### src/rtl/hash_jitter_pkg.sv
// Shared types and helpers for the sample-jitter stage: hash width, XOR-fold
// slice count, subsample mask lookup and coordinate selector.
package hash_jitter_pkg;

    localparam int SIGFIG_DEF     = 24;
    localparam int RADIX_DEF      = 10;
    localparam int VERTS_DEF      = 3;
    localparam int AXIS_DEF       = 3;
    localparam int COLORS_DEF     = 3;
    localparam int LANES_DEF      = 4;
    localparam int PIPE_DEPTH_DEF = 2;

    typedef enum logic {
        COORD_X = 1'b0,
        COORD_Y = 1'b1
    } coord_e;

    typedef struct packed {
        logic       one_hot;
        logic [7:0] mask;
    } mask_t;

    // Two fractional bits below the hash are left untouched by the jitter.
    function automatic int hash_width(input int radix);
        return radix - 2;
    endfunction

    function automatic int fold_slices(input int in_w, input int hw);
        return (in_w + hw - 1) / hw;
    endfunction

    function automatic mask_t mask_lookup(input logic [3:0] sub_sample);
        mask_t m;
        m.one_hot = 1'b1;
        m.mask    = 8'hFF;
        case (sub_sample)
            4'b1000: m.mask = 8'hFF;
            4'b0100: m.mask = 8'h7F;
            4'b0010: m.mask = 8'h3F;
            4'b0001: m.mask = 8'h1F;
            default: begin
                m.one_hot = 1'b0;
                m.mask    = 8'hFF;
            end
        endcase
        return m;
    endfunction

endpackage

### src/rtl/hash_jitter_lanes_tree_hash.sv
// tree_hash: zero-pads the operand to a whole number of HW-bit slices, XORs all
// slices together with the seed, then applies the subsample mask.
module tree_hash
    import hash_jitter_pkg::*;
#(
    parameter int IN_W = 40,
    parameter int HW   = 8
) (
    input  logic [IN_W-1:0] data_i,
    input  logic [HW-1:0]   seed_i,
    input  logic [HW-1:0]   mask_i,
    output logic [HW-1:0]   hash_o
);

    localparam int NSLICE = fold_slices(IN_W, HW);
    localparam int PAD_W  = NSLICE * HW;

    logic [PAD_W-1:0] padded;
    logic [HW-1:0]    slice [NSLICE];
    logic [HW-1:0]    fold;

    assign padded = PAD_W'(data_i);

    genvar gi;
    generate
        for (gi = 0; gi < NSLICE; gi++) begin : g_slice
            assign slice[gi] = padded[gi*HW +: HW];
        end
    endgenerate

    always_comb begin
        fold = seed_i;
        for (int s = 0; s < NSLICE; s++) begin
            fold = fold ^ slice[s];
        end
    end

    assign hash_o = fold & mask_i;

endmodule

### src/rtl/hash_jitter_lanes.sv
// Stochastic sub-pixel jitter stage with valid/ready backpressure and PIPE_DEPTH
// register stages. Define JITTER_SEED_EN to add the seed_RnnnnU frame-seed port.
module hash_jitter_lanes
    import hash_jitter_pkg::*;
#(
    parameter int SIGFIG     = SIGFIG_DEF,
    parameter int RADIX      = RADIX_DEF,
    parameter int VERTS      = VERTS_DEF,
    parameter int AXIS       = AXIS_DEF,
    parameter int COLORS     = COLORS_DEF,
    parameter int LANES      = LANES_DEF,
    parameter int PIPE_DEPTH = PIPE_DEPTH_DEF
) (
    input  logic                                         clk,
    input  logic                                         rst,
    input  logic [3:0]                                   subSample_RnnnnU,
`ifdef JITTER_SEED_EN
    input  logic [RADIX-3:0]                             seed_RnnnnU,
`endif
    input  logic                                         in_valid_R14H,
    output logic                                         in_ready_R14H,
    input  logic signed [VERTS-1:0][AXIS-1:0][SIGFIG-1:0] tri_R14S,
    input  logic [COLORS-1:0][SIGFIG-1:0]                color_R14U,
    input  logic signed [1:0][LANES-1:0][SIGFIG-1:0]     sample_R14S,
    input  logic [LANES-1:0]                             validSamp_R14H,
    output logic                                         out_valid_R16H,
    input  logic                                         out_ready_R16H,
    output logic signed [VERTS-1:0][AXIS-1:0][SIGFIG-1:0] tri_R16S,
    output logic [COLORS-1:0][SIGFIG-1:0]                color_R16U,
    output logic signed [1:0][LANES-1:0][SIGFIG-1:0]     sample_R16S,
    output logic [LANES-1:0]                             validSamp_R16H
);

    localparam int HW   = hash_width(RADIX);
    localparam int SH_W = SIGFIG - 4;

    typedef struct packed {
        logic [VERTS-1:0][AXIS-1:0][SIGFIG-1:0] tri_v;
        logic [COLORS-1:0][SIGFIG-1:0]          color;
        logic [1:0][LANES-1:0][SIGFIG-1:0]      sample;
        logic [LANES-1:0]                       valid_samp;
    } beat_t;

    mask_t       mask_info;
    logic [HW-1:0] mask;
    logic [HW-1:0] seed;

    assign mask_info = mask_lookup(subSample_RnnnnU);
    assign mask      = mask_info.one_hot ? HW'(mask_info.mask) : {HW{1'b1}};

`ifdef JITTER_SEED_EN
    assign seed = seed_RnnnnU;
`else
    assign seed = '0;
`endif

    // Jitter is applied to every lane; the per-lane valid only rides along.
    logic [1:0][LANES-1:0][SIGFIG-1:0] jit;

    genvar gi;
    generate
        for (gi = 0; gi < LANES; gi++) begin : g_lane
            logic [SH_W-1:0] x_sh;
            logic [SH_W-1:0] y_sh;
            logic [HW-1:0]   hash_x;
            logic [HW-1:0]   hash_y;

            assign x_sh = sample_R14S[COORD_X][gi][SIGFIG-1:4];
            assign y_sh = sample_R14S[COORD_Y][gi][SIGFIG-1:4];

            tree_hash #(.IN_W(2*SH_W), .HW(HW)) u_hash_x (
                .data_i ({y_sh, x_sh}),
                .seed_i (seed),
                .mask_i (mask),
                .hash_o (hash_x)
            );

            tree_hash #(.IN_W(2*SH_W), .HW(HW)) u_hash_y (
                .data_i ({x_sh, y_sh}),
                .seed_i (seed),
                .mask_i (mask),
                .hash_o (hash_y)
            );

            assign jit[COORD_X][gi] = sample_R14S[COORD_X][gi] | (SIGFIG'(hash_x) << 2);
            assign jit[COORD_Y][gi] = sample_R14S[COORD_Y][gi] | (SIGFIG'(hash_y) << 2);
        end
    endgenerate

    beat_t beat_in;

    assign beat_in.tri_v      = tri_R14S;
    assign beat_in.color      = color_R14U;
    assign beat_in.sample     = jit;
    assign beat_in.valid_samp = validSamp_R14H;

    logic [PIPE_DEPTH-1:0] valid_q;
    logic [PIPE_DEPTH-1:0] valid_d;
    beat_t                 stage_q [PIPE_DEPTH];
    beat_t                 stage_d [PIPE_DEPTH];
    logic [PIPE_DEPTH:0]   adv;
    logic                  accept;
    logic                  load_in;

    // adv[k]: stage k may load this edge (empty, or its contents move on).
    always_comb begin
        adv             = '0;
        adv[PIPE_DEPTH] = out_ready_R16H;
        for (int k = PIPE_DEPTH - 1; k >= 0; k--) begin
            adv[k] = !valid_q[k] | adv[k+1];
        end
    end

    assign in_ready_R14H = adv[0] & !rst;
    assign accept        = in_valid_R14H & in_ready_R14H;
    assign load_in       = accept & (|validSamp_R14H);

    always_comb begin
        valid_d = valid_q;
        for (int k = 0; k < PIPE_DEPTH; k++) begin
            stage_d[k] = stage_q[k];
        end
        // Beats without a single valid lane are consumed here and become bubbles.
        if (adv[0]) begin
            valid_d[0] = load_in;
            if (load_in) begin
                stage_d[0] = beat_in;
            end
        end
        for (int k = 1; k < PIPE_DEPTH; k++) begin
            if (adv[k]) begin
                valid_d[k] = valid_q[k-1];
                if (valid_q[k-1]) begin
                    stage_d[k] = stage_q[k-1];
                end
            end
        end
    end

    always_ff @(posedge clk) begin
        if (rst) begin
            valid_q <= '0;
            for (int k = 0; k < PIPE_DEPTH; k++) begin
                stage_q[k] <= '0;
            end
        end else begin
            valid_q <= valid_d;
            for (int k = 0; k < PIPE_DEPTH; k++) begin
                stage_q[k] <= stage_d[k];
            end
        end
    end

    assign out_valid_R16H = valid_q[PIPE_DEPTH-1];
    assign tri_R16S       = stage_q[PIPE_DEPTH-1].tri_v;
    assign color_R16U     = stage_q[PIPE_DEPTH-1].color;
    assign sample_R16S    = stage_q[PIPE_DEPTH-1].sample;
    assign validSamp_R16H = stage_q[PIPE_DEPTH-1].valid_samp;

    a_subsample_onehot: assert property (
        @(posedge clk) disable iff (rst) $onehot(subSample_RnnnnU)
    );

endmodule

### config.mk
export PLATFORM = sky130hd
export DESIGN_NAME = hash_jitter_lanes
export DESIGN_NICKNAME = d
export VERILOG_FILES = /design/src/rtl/hash_jitter_pkg.sv /design/src/rtl/hash_jitter_lanes_tree_hash.sv /design/src/rtl/hash_jitter_lanes.sv
export SDC_FILE = /design/constraint.sdc
export NUM_CORES = 2
export LEC_CHECK = 0
export CORE_AREA = 2 2 380 382
export DETAILED_ROUTE_END_ITERATION = 6
export DIE_AREA = 0 0 382 384
export GPL_TIMING_DRIVEN = 0
export PLACE_DENSITY = 0.5
export RECOVER_POWER = 25
export SLEW_MARGIN = 10
export SYNTH_ARGS = -nofsm -noshare
export SYNTH_HDL_FRONTEND = slang
export SYNTH_SLANG_ARGS = --single-unit
### constraint.sdc
create_clock -name clk -period 2.1 [get_ports clk]
set_clock_uncertainty 0.05 [all_clocks]
set_input_delay 0.42 -clock clk [delete_from_list [all_inputs] [get_ports clk]]
set_output_delay 0.42 -clock clk [all_outputs]
set_load 0.005 [all_outputs]
# Word level (Yosys, flattened, before mapping)
# Memories as Yosys holds them, arrays and structs flattened.
# Cells that the tools add are included.
[op_classes] muxes=12 div=0 addsub=0 shifts=0 bitwise_logic=55 mul=0 n_reduce_logical=5 eq_ne=4 order_cmp=0
[op_table] cell="$mux 484" count=6
[op_table] cell="$xor 8x8->8" count=32
[op_table] cell="$or 24x10->24" count=8
[op_table] cell="$and 8x8->8" count=8
[op_table] cell="$pmux 8 s3" count=1
[op_table] cell="$mux 8" count=1
[op_table] cell="$reduce_or 4->1" count=2
[op_table] cell="$eq 4x1->1 const B" count=1
[op_table] cell="$eq 4x2->1 const B" count=1
[op_table] cell="$eq 4x3->1 const B" count=1
[op_table] cell="$eq 4x4->1 const B" count=1
[op_table] cell="$mux 1" count=4
[op_table] cell="$or 1x1->1" count=4
[op_table] cell="$and 1x1->1" count=3
[op_table] cell="$logic_not 1->1" count=3
[totals] regBits=2 inputBits=492 mem_bits_rw=968 output_inout_bits=486 latch_bits=0 mem_count=1 mem_bits_ro=0 word_cells=79
[memory_table] memory="stage_q" depth=2 width=484 read_ports=2 rd_clocked_by_memory_dff=0 write_ports=2 line="hash_jitter_lanes.sv:99" text="beat_t stage_q [PIPE_DEPTH];"

# Depth between registers and ports, before layout
[logic_depth] word_depth=9 depth_mapped=8 depth_no_buf=4

# By module
# From an unflattened synthesis, not the netlist that was laid out.
[hier_totals] hier_cells=5136 area_unflattened_um2=47254.1
[by_module_without_submodules] module="hash_jitter_lanes" area_per_inst_um2=43250.2 cells_each=4816 instances=1 seq_area_each_um2=19418.6
[by_module_without_submodules] module="tree_hash" area_per_inst_um2=500.5 cells_each=40 instances=8 seq_area_each_um2=0.0

# Worst setup path before layout
# OpenSTA, ideal clock, no wires.
[synth_path] kind="input to register" startpoint="in validSamp_R14H[0]" endpoint="mem stage_q[0][103] (netlist name)" required_ps=1916 arrival_time_ps=1672 cell_stages=7 path_buffers=3 setup_slack_ps=244 setup_ps=134 path_cell_list="or4_4 > and3_1 > buf_6 > buf_6 > buf_6 > nor2_1 > a211oi_1"
[synth_rtl] element="start: declaration" line="hash_jitter_lanes.sv:25" text="input logic [LANES-1:0] validSamp_R14H,"
[synth_rtl] element="end: declaration" line="hash_jitter_lanes.sv:99"

# Worst setup path in the final report
[layout_path] startpoint="reg valid_q[0]" endpoint="out in_ready_R14H"
[layout_via] elab_chain_len=3
[layout_lines] element="start: declaration" line="hash_jitter_lanes.sv:97" text="logic [PIPE_DEPTH-1:0] valid_q;"
[layout_lines] element="start signal: assignment" line="hash_jitter_lanes.sv:147" text="valid_q <= valid_d;"
[layout_lines] element="$logic_not 1->1" line="hash_jitter_lanes.sv:110" text="adv[k] = !valid_q[k] | adv[k+1];"
[layout_lines] element="$or 1x1->1" line="hash_jitter_lanes.sv:110"
[layout_lines] element="$and 1x1->1" line="hash_jitter_lanes.sv:114" text="assign in_ready_R14H = adv[0] & !rst;"
[layout_lines] element="end: declaration" line="hash_jitter_lanes.sv:21" text="output logic in_ready_R14H,"
# No other way between the ends.

==> reports/results.tsv <==
metric	value	unit
p_leak	22.6	nW
drive_above_1_share	17.5	%
synth_area_leaders	dfxtp_1 (50%), nand2_1 (18%), a21oi_1 (12%)	
drtAntennaViolNets	0	
status	finished clean	
first_pass_iters	5	
cts_tree	done	
cp.arrival	1.60	ns
crit_chain	nand3b_1 -> buf_6 -> nor2b_4 -> buf_6	
pin_count	978	
final-setup-viol-count	0	
ys_seq_area_share	50.4	%
dp_hpwl	134000	um
root_buffer	clkbuf_16	
min_period	2.07	ns
path_delay_family	flip-flops	
p_seq_share	44.5	%
syn_to_final_growth	40.8	%
cpMostUsedCell	buf_6	
finalNonFillerCells	7903	
drtIter0Drc	1673	
critical_path_buf_inv_count	2	
port_buffers	976	
htreeDepth	3	
synth_top_area_share	50.4	%
fin_area	54300	sq um
syn_area	38600	sq um
slowest_stage	dfxtp_4	
crit_fanout	4	
drv_slew	0	
dieArea	147000	sq um
die_w	382	um
end_kind	primary output	
cts.sinks	970	
synth.distinct_cells	29	
place_area	50700	sq um
grt_usage	22.2	%
fmax	0.483	GHz
routabilityCongestion	0.926	
clkLatencyLatePin	0.72	ns
rows	139	
vias	35064	
synth-seq-cells	970	
clockPowerShare	45.3	%
tightest_slew	1.13	ns
grt_pass1_wl	237000	um
crit_type	reg -> out	
drc	0	
clk_pin_slew_worst_paths	0.06	ns
slew-limit-headroom	24.7	%
wirelength	170000	um
finalCritPeriodShare	98.7	%
power	0.0436	W
avgRoutedWirePerCell	21.5	um
hp-class	in -> reg	
fp.coreArea	143000	sq um
grt_remaining_overflow	0	
cts_buffer_depth	3	
grt_start_max_net_pins	15	
first_global_vias	33943	
power_frac_comb	10.2	%
syn_avg_cell_area	8.04	sq um
crit_required	1.63	ns
hold_buffers	0	
yosys.area.top_type	dfxtp_1	
start_util	27.0	%
cp_slowest_stage_delay	0.37	ns
numCtsBuffers	110	
via_per_inst	4.44	
syn-num-nets	5285	
peakVddDrop	0.000600	V
die_height	384	um
hold_violations	0	
dp.cells	7672	
ys_warn_count	0	
final_nets	6376	
p_sw	0.0109	W
startpoint_type	flip-flop	
powerDensity	803	nW/um^2
intPower	0.0327	W
cap_violations	0	
antenna_found_initial	48	
syn_inst	4793	
p_sw_share	25.0	%
rsz0062_at_grt	true	
-- layer usage --
layer	GRT usage (%)	share of wire, %	up-vias
met5	0	0.12	-
met4	7.66	2.9	34
met1	26.8	41	16663
met3	5.28	6.5	251
li1	-	-	17151
met2	38.6	49	965
-- state kept, by name, summed over array words and instances, names as in the netlist --
name / flops
stage_q: 968
valid_q: 2
-- through the flow --
step | setup TNS [ns] | hold WS (ns) | setup slack, ns | util [%]
final | 0 | 0.195 | 0.0279 | 38.0
after global routing | -0.0657 | 0.164 | -0.0606 | 38.0
after CTS | -0.463 | 0.117 | -0.265 | 37.9
after detailed placement | -895.43 | 0.392 | -1.66 | 35.5
after global placement | -1151.09 | 0.385 | -1.90 | 35.5
after floorplan | 0 | 0.381 | 0.244 | -
-- cell usage in the layout (no fill, tap or decap), types with 27 or more instances in the layout --
master / count
nand2_1: 1803
a21oi_1: 904
dfxtp_1: 793
buf_4: 492
clkdlybuf4s50_1: 490
dlygate4sd2_1: 480
dfxtp_2: 171
clkbuf_1: 152
clkbuf_16: 111
buf_6: 84
xnor2_1: 81
nor2_1: 66
buf_2: 62
clkbuf_2: 35
xor2_1: 33
nor3_1: 32
clkbuf_8: 28
diode_2: 27
-- cell type report --
| type | instances | area, sq um |
|---|---|---|
| Antenna cell | 27 | 67.6 |
| Sequential cell | 970 | 19700 |
| Buffer | 803 | 5650 |
| Tap cell | 1903 | 2380 |
| Clock inverter | 32 | 392 |
| Timing Repair Buffer | 980 | 9200 |
| Multi-Input combinational cell | 3017 | 13600 |
| Fill cell | 15107 | 88500 |
| Inverter | 2 | 7.51 |
| Clock buffer | 169 | 3280 |
-- tightest hold or removal path, cell delays in order --
cell             delay, ns
clkdlybuf4s50_1       0.40
nand2_1               0.06
a21oi_1               0.05
-- worst paths after layout --
check | cells after the start | from | end | slack, ns
setup reg to reg | 8 | valid_q[0]$_SDFFE_PP0N_ | stage_q[0][83]$_SDFFE_PP0P_ | 0.07
setup / recovery | 4 | valid_q[0]$_SDFFE_PP0N_ | in_ready_R14H | 0.03
hold reg to reg | 2 | stage_q[0][357]$_SDFFE_PP0P_ | stage_q[0][841]$_SDFFE_PP0P_ | 0.38
hold / removal | 3 | sample_R14S[72] | stage_q[0][76]$_SDFFE_PP0P_ | 0.19
-- Yosys cell counts --
cell type,count
nand3b_1,1
and2_1,2
inv_1,2
a211oi_1,24
buf_6,76
buf_2,59
dfxtp_1,970
nand3_2,1
buf_4,495
xnor2_1,81
o41ai_4,1
o31ai_4,1
nor3_1,32
and3_1,1
buf_1,7
nand2_1,1805
o22ai_1,24
or4_4,1
xor2_1,33
o21ai_2,1
o21ai_0,2
nand2b_1,1
mux2i_1,24
a21oi_1,904
clkbuf_1,167
xnor3_1,8
nor2_1,66
a22oi_1,2
nor2b_1,2
-- timing repair --
item	in CTS	in global routing
pin swaps	1	0
setup endpoints to repair	1121	217
gates resized for setup	726	56
setup buffers	3	1
-- power by group through the flow --
| stage | logic [W] | clock network (W) | registers (W) |
|---|---|---|---|
| final | 0.00445 | 0.0197 | 0.0194 |
| after global routing | 0.00482 | 0.0209 | 0.0194 |
| after CTS | 0.00450 | 0.0202 | 0.0194 |
| after detailed placement | 0.00455 | 0 | 0.0198 |
| after global placement | 0.00453 | 0 | 0.0198 |
| after floorplan | 0.00215 | 0 | 0.0197 |
-- cells by family (layout without fill, tap and decap cells) --
family          count (synthesis)  after routing  synth area share (%)
simple gates                 1912           1912                  18.8
other cells                     0             27                     0
mux                            24             24                 0.623
xor+xnor                      122            122                  3.06
buf+inv                       806           1986                  14.3
flops                         970            970                  50.4
compound gates                959            959                  12.8
Power figures use the tool's default switching activity.
